--- config.mk ---
export PLATFORM = sky130hd
export DESIGN_NAME = multi_alarm_clock
export DESIGN_NICKNAME = d
export VERILOG_FILES = /design/src/rtl/multi_alarm_clock.sv
export SDC_FILE = /design/constraint.sdc
export NUM_CORES = 1
export LEC_CHECK = 0
export CORE_UTILIZATION = 52
export CTS_CLUSTER_DIAMETER = 120
export DETAILED_ROUTE_END_ITERATION = 6
export PLACE_DENSITY = 0.73
export SETUP_SLACK_MARGIN = 0.05
export SLEW_MARGIN = 20
export SYNTH_ARGS = -nofsm -noshare
export SYNTH_HDL_FRONTEND = slang
export SYNTH_SLANG_ARGS = --single-unit
--- constraint.sdc ---
create_clock -name CLK -period 2.9 [get_ports CLK]
set_input_delay 0.435 -clock CLK [delete_from_list [all_inputs] [get_ports CLK]]
set_output_delay 0.435 -clock CLK [all_outputs]
set_load 0.03 [all_outputs]
--- src/rtl/multi_alarm_clock.sv ---
// Multi-slot alarm clock: 24 h time of day driven by a tick prescaler,
// NUM_ALARMS programmable hh:mm alarm slots, ring/snooze/auto-silence FSM.
`timescale 1ns/1ps
module multi_alarm_clock #(
  parameter  int NUM_ALARMS    = 4,
  parameter  int TICKS_PER_SEC = 2,
  parameter  int SNOOZE_MIN    = 5,
  parameter  int RING_SECS     = 60,
  localparam int SEL_W         = (NUM_ALARMS > 1) ? $clog2(NUM_ALARMS) : 1
) (
  input  logic                  CLK,
  input  logic                  reset_n,
  input  logic                  tick,
  input  logic                  time_set,
  input  logic                  alarm_set,
  input  logic                  set_hrs1_min0,
  input  logic                  inc,
  input  logic [SEL_W-1:0]      alarm_sel,
  input  logic [NUM_ALARMS-1:0] alarm_en,
  input  logic                  snooze,
  input  logic                  alarm_ack,
  output logic [7:0]            sec,
  output logic [7:0]            min,
  output logic [7:0]            hrs,
  output logic [7:0]            min_alrm,
  output logic [7:0]            hrs_alrm,
  output logic                  alrm,
  output logic [SEL_W-1:0]      ring_id,
  output logic                  snoozed
);

  localparam int PW    = (TICKS_PER_SEC > 1) ? $clog2(TICKS_PER_SEC) : 1;
  localparam int RW    = $clog2(RING_SECS + 1);
  // Slot storage is padded to the full alarm_sel range so any select value
  // addresses a real entry; only the first NUM_ALARMS slots can ring.
  localparam int SLOTS = 1 << SEL_W;

  typedef enum logic [1:0] {IDLE, RINGING, SNOOZED} state_t;

  state_t          state, state_nxt;
  logic [PW-1:0]   presc;
  logic [7:0]      alm_min [SLOTS];
  logic [7:0]      alm_hrs [SLOTS];
  logic [SLOTS-1:0] en_pad;
  logic [7:0]      tgt_min, tgt_hrs;
  logic [RW-1:0]   ring_cnt;
  logic            sec_wrap, min_carry, carry_q, time_set_q;
  logic            ts_rise, match_ok, hit;
  logic [SEL_W-1:0] hit_id;
  logic            load_ring, clr_cnt, inc_cnt, load_tgt;
  logic [15:0]     snz;

  function automatic logic [7:0] wrap_inc(input logic [7:0] v, input logic [7:0] top);
    return (v == top) ? 8'd0 : v + 8'd1;
  endfunction

  // Current hh:mm plus the snooze delay, wrapping past midnight.
  function automatic logic [15:0] snooze_target(input logic [7:0] h, input logic [7:0] m);
    logic [7:0] m_sum;
    logic [7:0] h_new;
    m_sum = m + 8'(SNOOZE_MIN);
    h_new = h;
    if (m_sum >= 8'd60) begin
      m_sum = m_sum - 8'd60;
      h_new = wrap_inc(h, 8'd23);
    end
    return {h_new, m_sum};
  endfunction

  assign sec_wrap  = tick & ~time_set & (presc == PW'(TICKS_PER_SEC - 1));
  assign min_carry = sec_wrap & (sec == 8'd59);
  assign ts_rise   = time_set & ~time_set_q;
  // A match is only considered in the cycle right after a run-mode minute
  // carry, so reset release and time_set edits can never fire an alarm.
  assign match_ok  = carry_q & ~time_set;
  assign en_pad    = SLOTS'(alarm_en);
  assign snz       = snooze_target(hrs, min);

  assign min_alrm  = alm_min[alarm_sel];
  assign hrs_alrm  = alm_hrs[alarm_sel];
  assign alrm      = (state == RINGING);
  assign snoozed   = (state == SNOOZED);

  // Timekeeping: prescaler and sec/min/hrs in run mode, direct edits in set-time mode.
  always_ff @(posedge CLK or negedge reset_n) begin
    if (!reset_n) begin
      presc <= '0;
      sec   <= '0;
      min   <= '0;
      hrs   <= '0;
    end else if (time_set) begin
      if (inc) begin
        if (set_hrs1_min0) hrs <= wrap_inc(hrs, 8'd23);
        else               min <= wrap_inc(min, 8'd59);
      end
    end else if (tick) begin
      if (sec_wrap) begin
        presc <= '0;
        sec   <= wrap_inc(sec, 8'd59);
        if (sec == 8'd59) begin
          min <= wrap_inc(min, 8'd59);
          if (min == 8'd59) hrs <= wrap_inc(hrs, 8'd23);
        end
      end else begin
        presc <= presc + PW'(1);
      end
    end
  end

  // Edge-detect helpers: minute-carry flag and time_set history.
  always_ff @(posedge CLK or negedge reset_n) begin
    if (!reset_n) begin
      carry_q    <= 1'b0;
      time_set_q <= 1'b0;
    end else begin
      carry_q    <= min_carry;
      time_set_q <= time_set;
    end
  end

  // Alarm slot storage, edited only in set-alarm mode with set-time low.
  always_ff @(posedge CLK or negedge reset_n) begin
    if (!reset_n) begin
      for (int i = 0; i < SLOTS; i++) begin
        alm_min[i] <= '0;
        alm_hrs[i] <= '0;
      end
    end else if (alarm_set && !time_set && inc) begin
      if (set_hrs1_min0) alm_hrs[alarm_sel] <= wrap_inc(alm_hrs[alarm_sel], 8'd23);
      else               alm_min[alarm_sel] <= wrap_inc(alm_min[alarm_sel], 8'd59);
    end
  end

  // Lowest-numbered enabled slot whose hh:mm equals the current time.
  always_comb begin
    hit    = 1'b0;
    hit_id = '0;
    for (int k = NUM_ALARMS - 1; k >= 0; k--) begin
      if (alarm_en[k] && alm_min[k] == min && alm_hrs[k] == hrs) begin
        hit    = 1'b1;
        hit_id = SEL_W'(k);
      end
    end
  end

  // FSM state register.
  always_ff @(posedge CLK or negedge reset_n) begin
    if (!reset_n) state <= IDLE;
    else          state <= state_nxt;
  end

  // FSM next-state and side-effect strobes; cancel conditions take priority.
  always_comb begin
    state_nxt = state;
    load_ring = 1'b0;
    clr_cnt   = 1'b0;
    inc_cnt   = 1'b0;
    load_tgt  = 1'b0;
    case (state)
      IDLE: begin
        if (match_ok && hit) begin
          state_nxt = RINGING;
          load_ring = 1'b1;
          clr_cnt   = 1'b1;
        end
      end
      RINGING: begin
        if (ts_rise || alarm_ack || !en_pad[ring_id]) begin
          state_nxt = IDLE;
        end else if (snooze) begin
          state_nxt = SNOOZED;
          load_tgt  = 1'b1;
        end else if (sec_wrap) begin
          if (ring_cnt == RW'(RING_SECS - 1)) state_nxt = IDLE;
          else                                inc_cnt   = 1'b1;
        end
      end
      SNOOZED: begin
        if (ts_rise || alarm_ack || !en_pad[ring_id]) begin
          state_nxt = IDLE;
        end else if (match_ok && min == tgt_min && hrs == tgt_hrs) begin
          state_nxt = RINGING;
          clr_cnt   = 1'b1;
        end
      end
      default: state_nxt = IDLE;
    endcase
  end

  // Ring bookkeeping: source slot, snooze target and elapsed ring seconds.
  always_ff @(posedge CLK or negedge reset_n) begin
    if (!reset_n) begin
      ring_id  <= '0;
      tgt_min  <= '0;
      tgt_hrs  <= '0;
      ring_cnt <= '0;
    end else begin
      if (load_ring) ring_id <= hit_id;
      if (load_tgt) begin
        tgt_hrs <= snz[15:8];
        tgt_min <= snz[7:0];
      end
      if (clr_cnt)      ring_cnt <= '0;
      else if (inc_cnt) ring_cnt <= ring_cnt + RW'(1);
    end
  end

endmodule

==> key figures <==
Synthesis
  – Synth Register Bits: 117
  – Post-synthesis sequential area ratio: 0.423
  – Synth warn: 0
  – Main synth FF type: dfrtp_1
  – Synth area leaders: dfrtp_1 42%, xor2_1 7.9%, mux2_2 7.0%, xnor2_1 6.7%, mux4_2 3.9%
  – Synth cell types: 57
  – Top cell type's share of synthesized area: 0.423
  – Synthesized cell area: 0.00692 mm2
  – Cell type with the highest aggregate area in the netlist: dfrtp_1
  – Syn Area/Cell: slightly above 10 um2
  – Fraction of registers with async set/reset: 1.00
  – Post-synth EDFFs: 0
  – Commonest cells in the netlist: 117 x dfrtp_1, 62 x xor2_1, 56 x nand2_1, 53 x xnor2_1, 47 x nor2_1
  – Top-count cell post-synth: dfrtp_1
  – Gate Count Post-Synth: 666
  – Mapped Nets: 688

Die
  – Rows: 41
  – Core Area: 0.0128 mm2
  – I/O Pins: 59
  – Starting Density: 0.541
  – Die Ht: 117 um
  – Die ar.: 0.0138 mm2
  – Die Wd: roughly 120 um

Final layout
  – Design Area, Final: 0.00845 mm2
  – P&R area growth vs syn: 22.3%
  – Share of cells above drive strength 1: 0.175
  – Nets: 762
  – Fillcell total: 999
  – Layout Cells excl Fill: between 900 and 1000
  – # diodes: 0

Clocking
  – Sink Count: 117
  – Worst-path clk slew: 0.06 ns
  – Root Buffer: clkbuf_16
  – CTS buffer count: 17
  – Clk_lat worst skew: roughly 0.43 ns
  – Hold_buf cts: 0
  – CTS tree: done
  – Clk buf depth: 2
  – Post-CTS Setup Bufs: 0
  – Clock H-tree levels: 4
  – Post-cts sizing count: 2

Timing
  – Final Skew: 0.00596 ns
  – Fin crit period: 2.80 ns
  – Final Max Slew Viols: 0
  – Least-Margin Pin Slew: 0.635 ns
  – TNS Setup: 0 ns
  – RSZ-0062 raised after global routing: no
  – Rel. slew slack: 0.573
  – Min Hold Slack: -0.00484 ns
  – Max Freq: 357 MHz
  – Final hold viol count: 5
  – Setup violations, final: 0
  – Setup ws final: between 0.09 and 0.1 ns
  – Fin crit share: 0.966

Outcome
  – Failing checks: negative hold slack
  – Status: finished with violations

Routing
  – WL final: 18000 um
  – Residual DRC: 0
  – Vias/cell: 5.89
  – WL per Instance: 19.4 um
  – Post-route ant nets: 0
  – First-pass DRT Iterations: 5
  – Vias post-DR: 5444
  – Initial drt markers: 311

Placed design
  – DP Wirelength: 13400 um
  – Post-Place Setup Slack: -0.0932 ns
  – # placed instances: between 800 and 900
  – GPL Wtd Cong: roughly 0.9
  – Area after DPL: 0.00780 mm2
  – IO Port Bufs: 58

Global routing
  – Global route overflow: 0
  – Total GRT Usage: 0.280
  – Initial antenna violation count: 0
  – Pin count of the biggest net entering global routing: 45
  – Vias in the first global route: around 5600
  – Global-route wire length before repair: between 20000 and 30000 um

Pwr
  – Cell Pwr Density: 795 mW/mm2
  – Sw frac: 0.361
  – Leakage: 3.88 nW
  – Internal: 0.00430 W
  – Sequential fraction of design power: 0.333
  – Clock Power Share: 0.331
  – Switch Pwr: 0.00242 W
  – Comb pwr share: 0.336
  – Max VDD drop: 0.548 mV

Critical path
  – Setup crit end kind: primary output
  – Max Fanout on Critical Path: 11
  – Crit Path Class: in2out
  – CP arrival: 2.37 ns
  – Worst EP required: 2.47 ns
  – Reg2reg setup slack: 0.38 ns
  – Crit start category: input pin

Flow run
  – Max-cap violations: 0

Worst hold path
  – Type of the most critical hold path: in2async
[cells by family (layout without fill, tap and decap cells)]
| kind of cell | count (synthesis) | after routing | share of synthesized area |
|---|---|---|---|
| flip-flops | 117 | 117 | 0.423 |
| AND/OR/NAND/NOR | 224 | 224 | 0.169 |
| adder cells (fa/ha/maj) | 7 | 7 | 0.0127 |
| buffers and inverters | 45 | 132 | 0.0313 |
| multiplexers | 66 | 66 | 0.137 |
| AO/OA/AOI/OAI | 92 | 92 | 0.0812 |
| XOR/XNOR | 115 | 115 | 0.146 |
[stage by stage]
step / power (W) / utilization / hold slack [ns]
3_3_place_gp: 0.00445 / 0.611 / 0.470
6_report: 0.00672 / 0.662 / -0.00484
2_1_floorplan: 0.00366 / - / 0.139
3_5_place_dp: 0.00451 / 0.611 / 0.462
5_1_grt: 0.00704 / 0.662 / 0.0270
4_1_cts: 0.00675 / 0.660 / 0.00503
[state kept, by name, indices dropped and copies added (netlist names), 2 cells and up]
signal    cells
alm_hrs      32
alm_min      32
tgt_hrs       8
sec           8
ring_id       2
tgt_min       8
min           8
state         2
hrs           8
ring_cnt      6
[final timing paths]
check | startpoint | to | cells past startpoint
hold reg to reg | ring_cnt[4] | ring_cnt[4] | 1
setup reg to reg | min[4] | ring_cnt[3] | 6
min in group CLK | ring_cnt[4] | ring_cnt[4] | 1
setup / recovery | alarm_sel[1] | min_alrm[1] | 5
max in group asynchronous | reset_n | alm_hrs[9] | 2
hold / removal | reset_n | hrs[7] | 1
[power groups by stage]
stage / clock, W / sequential [W] / combinational [W]
final: 0.00222 / 0.00224 / 0.00226
after global routing: 0.00232 / 0.00227 / 0.00245
after CTS: 0.00225 / 0.00223 / 0.00227
after detailed placement: 0 / 0.00225 / 0.00226
after global placement: 0 / 0.00224 / 0.00221
after floorplan: 0 / 0.00226 / 0.00140
[routing by layer]
metal  global-route usage  part of all wire  vias to the layer above
met4                0.138             0.027                        0
met3               0.0623             0.048                       35
met2                0.464              0.50                      139
met5                    0                 0                        -
met1                0.345              0.42                     2749
li1                     -                 -                     2521
[cells in the final DEF (no fill, tap or decap), drive strengths merged, types with 6 or more instances in the layout]
| master | n |
|---|---|
| a21oi | 21 |
| and3 | 7 |
| buf | 37 |
| clkbuf | 17 |
| clkdlybuf4s50 | 47 |
| clkinv | 10 |
| dfrtp | 117 |
| dlymetal6s2s | 8 |
| ha | 7 |
| inv | 6 |
| mux2 | 43 |
| mux2i | 6 |
| mux4 | 17 |
| nand2 | 56 |
| nand2b | 7 |
| nand3 | 17 |
| nand4 | 16 |
| nor2 | 47 |
| nor2b | 6 |
| nor3 | 18 |
| nor4 | 20 |
| o21ai | 39 |
| o31ai | 6 |
| xnor2 | 53 |
| xor2 | 62 |
[critical path, cell delays in order]
cell and delay, ns:
clkdlybuf4s50_1 0.48, buf_4 0.24, buf_4 0.20, mux4_2 0.35, clkdlybuf4s50_1 0.64
[final cells by class]
type	instances	area, um2	share of cell area
clock buffers	17	425	0.0503
clock inverters	15	208	0.0246
inverters	6	22.5	0.00266
multi-input cells	504	3780	0.447
flip-flops and latches	117	2930	0.346
well taps	172	215	0.0255
repair buffers	94	878	0.104
Note: power is estimated with default switching activity, not from simulation.
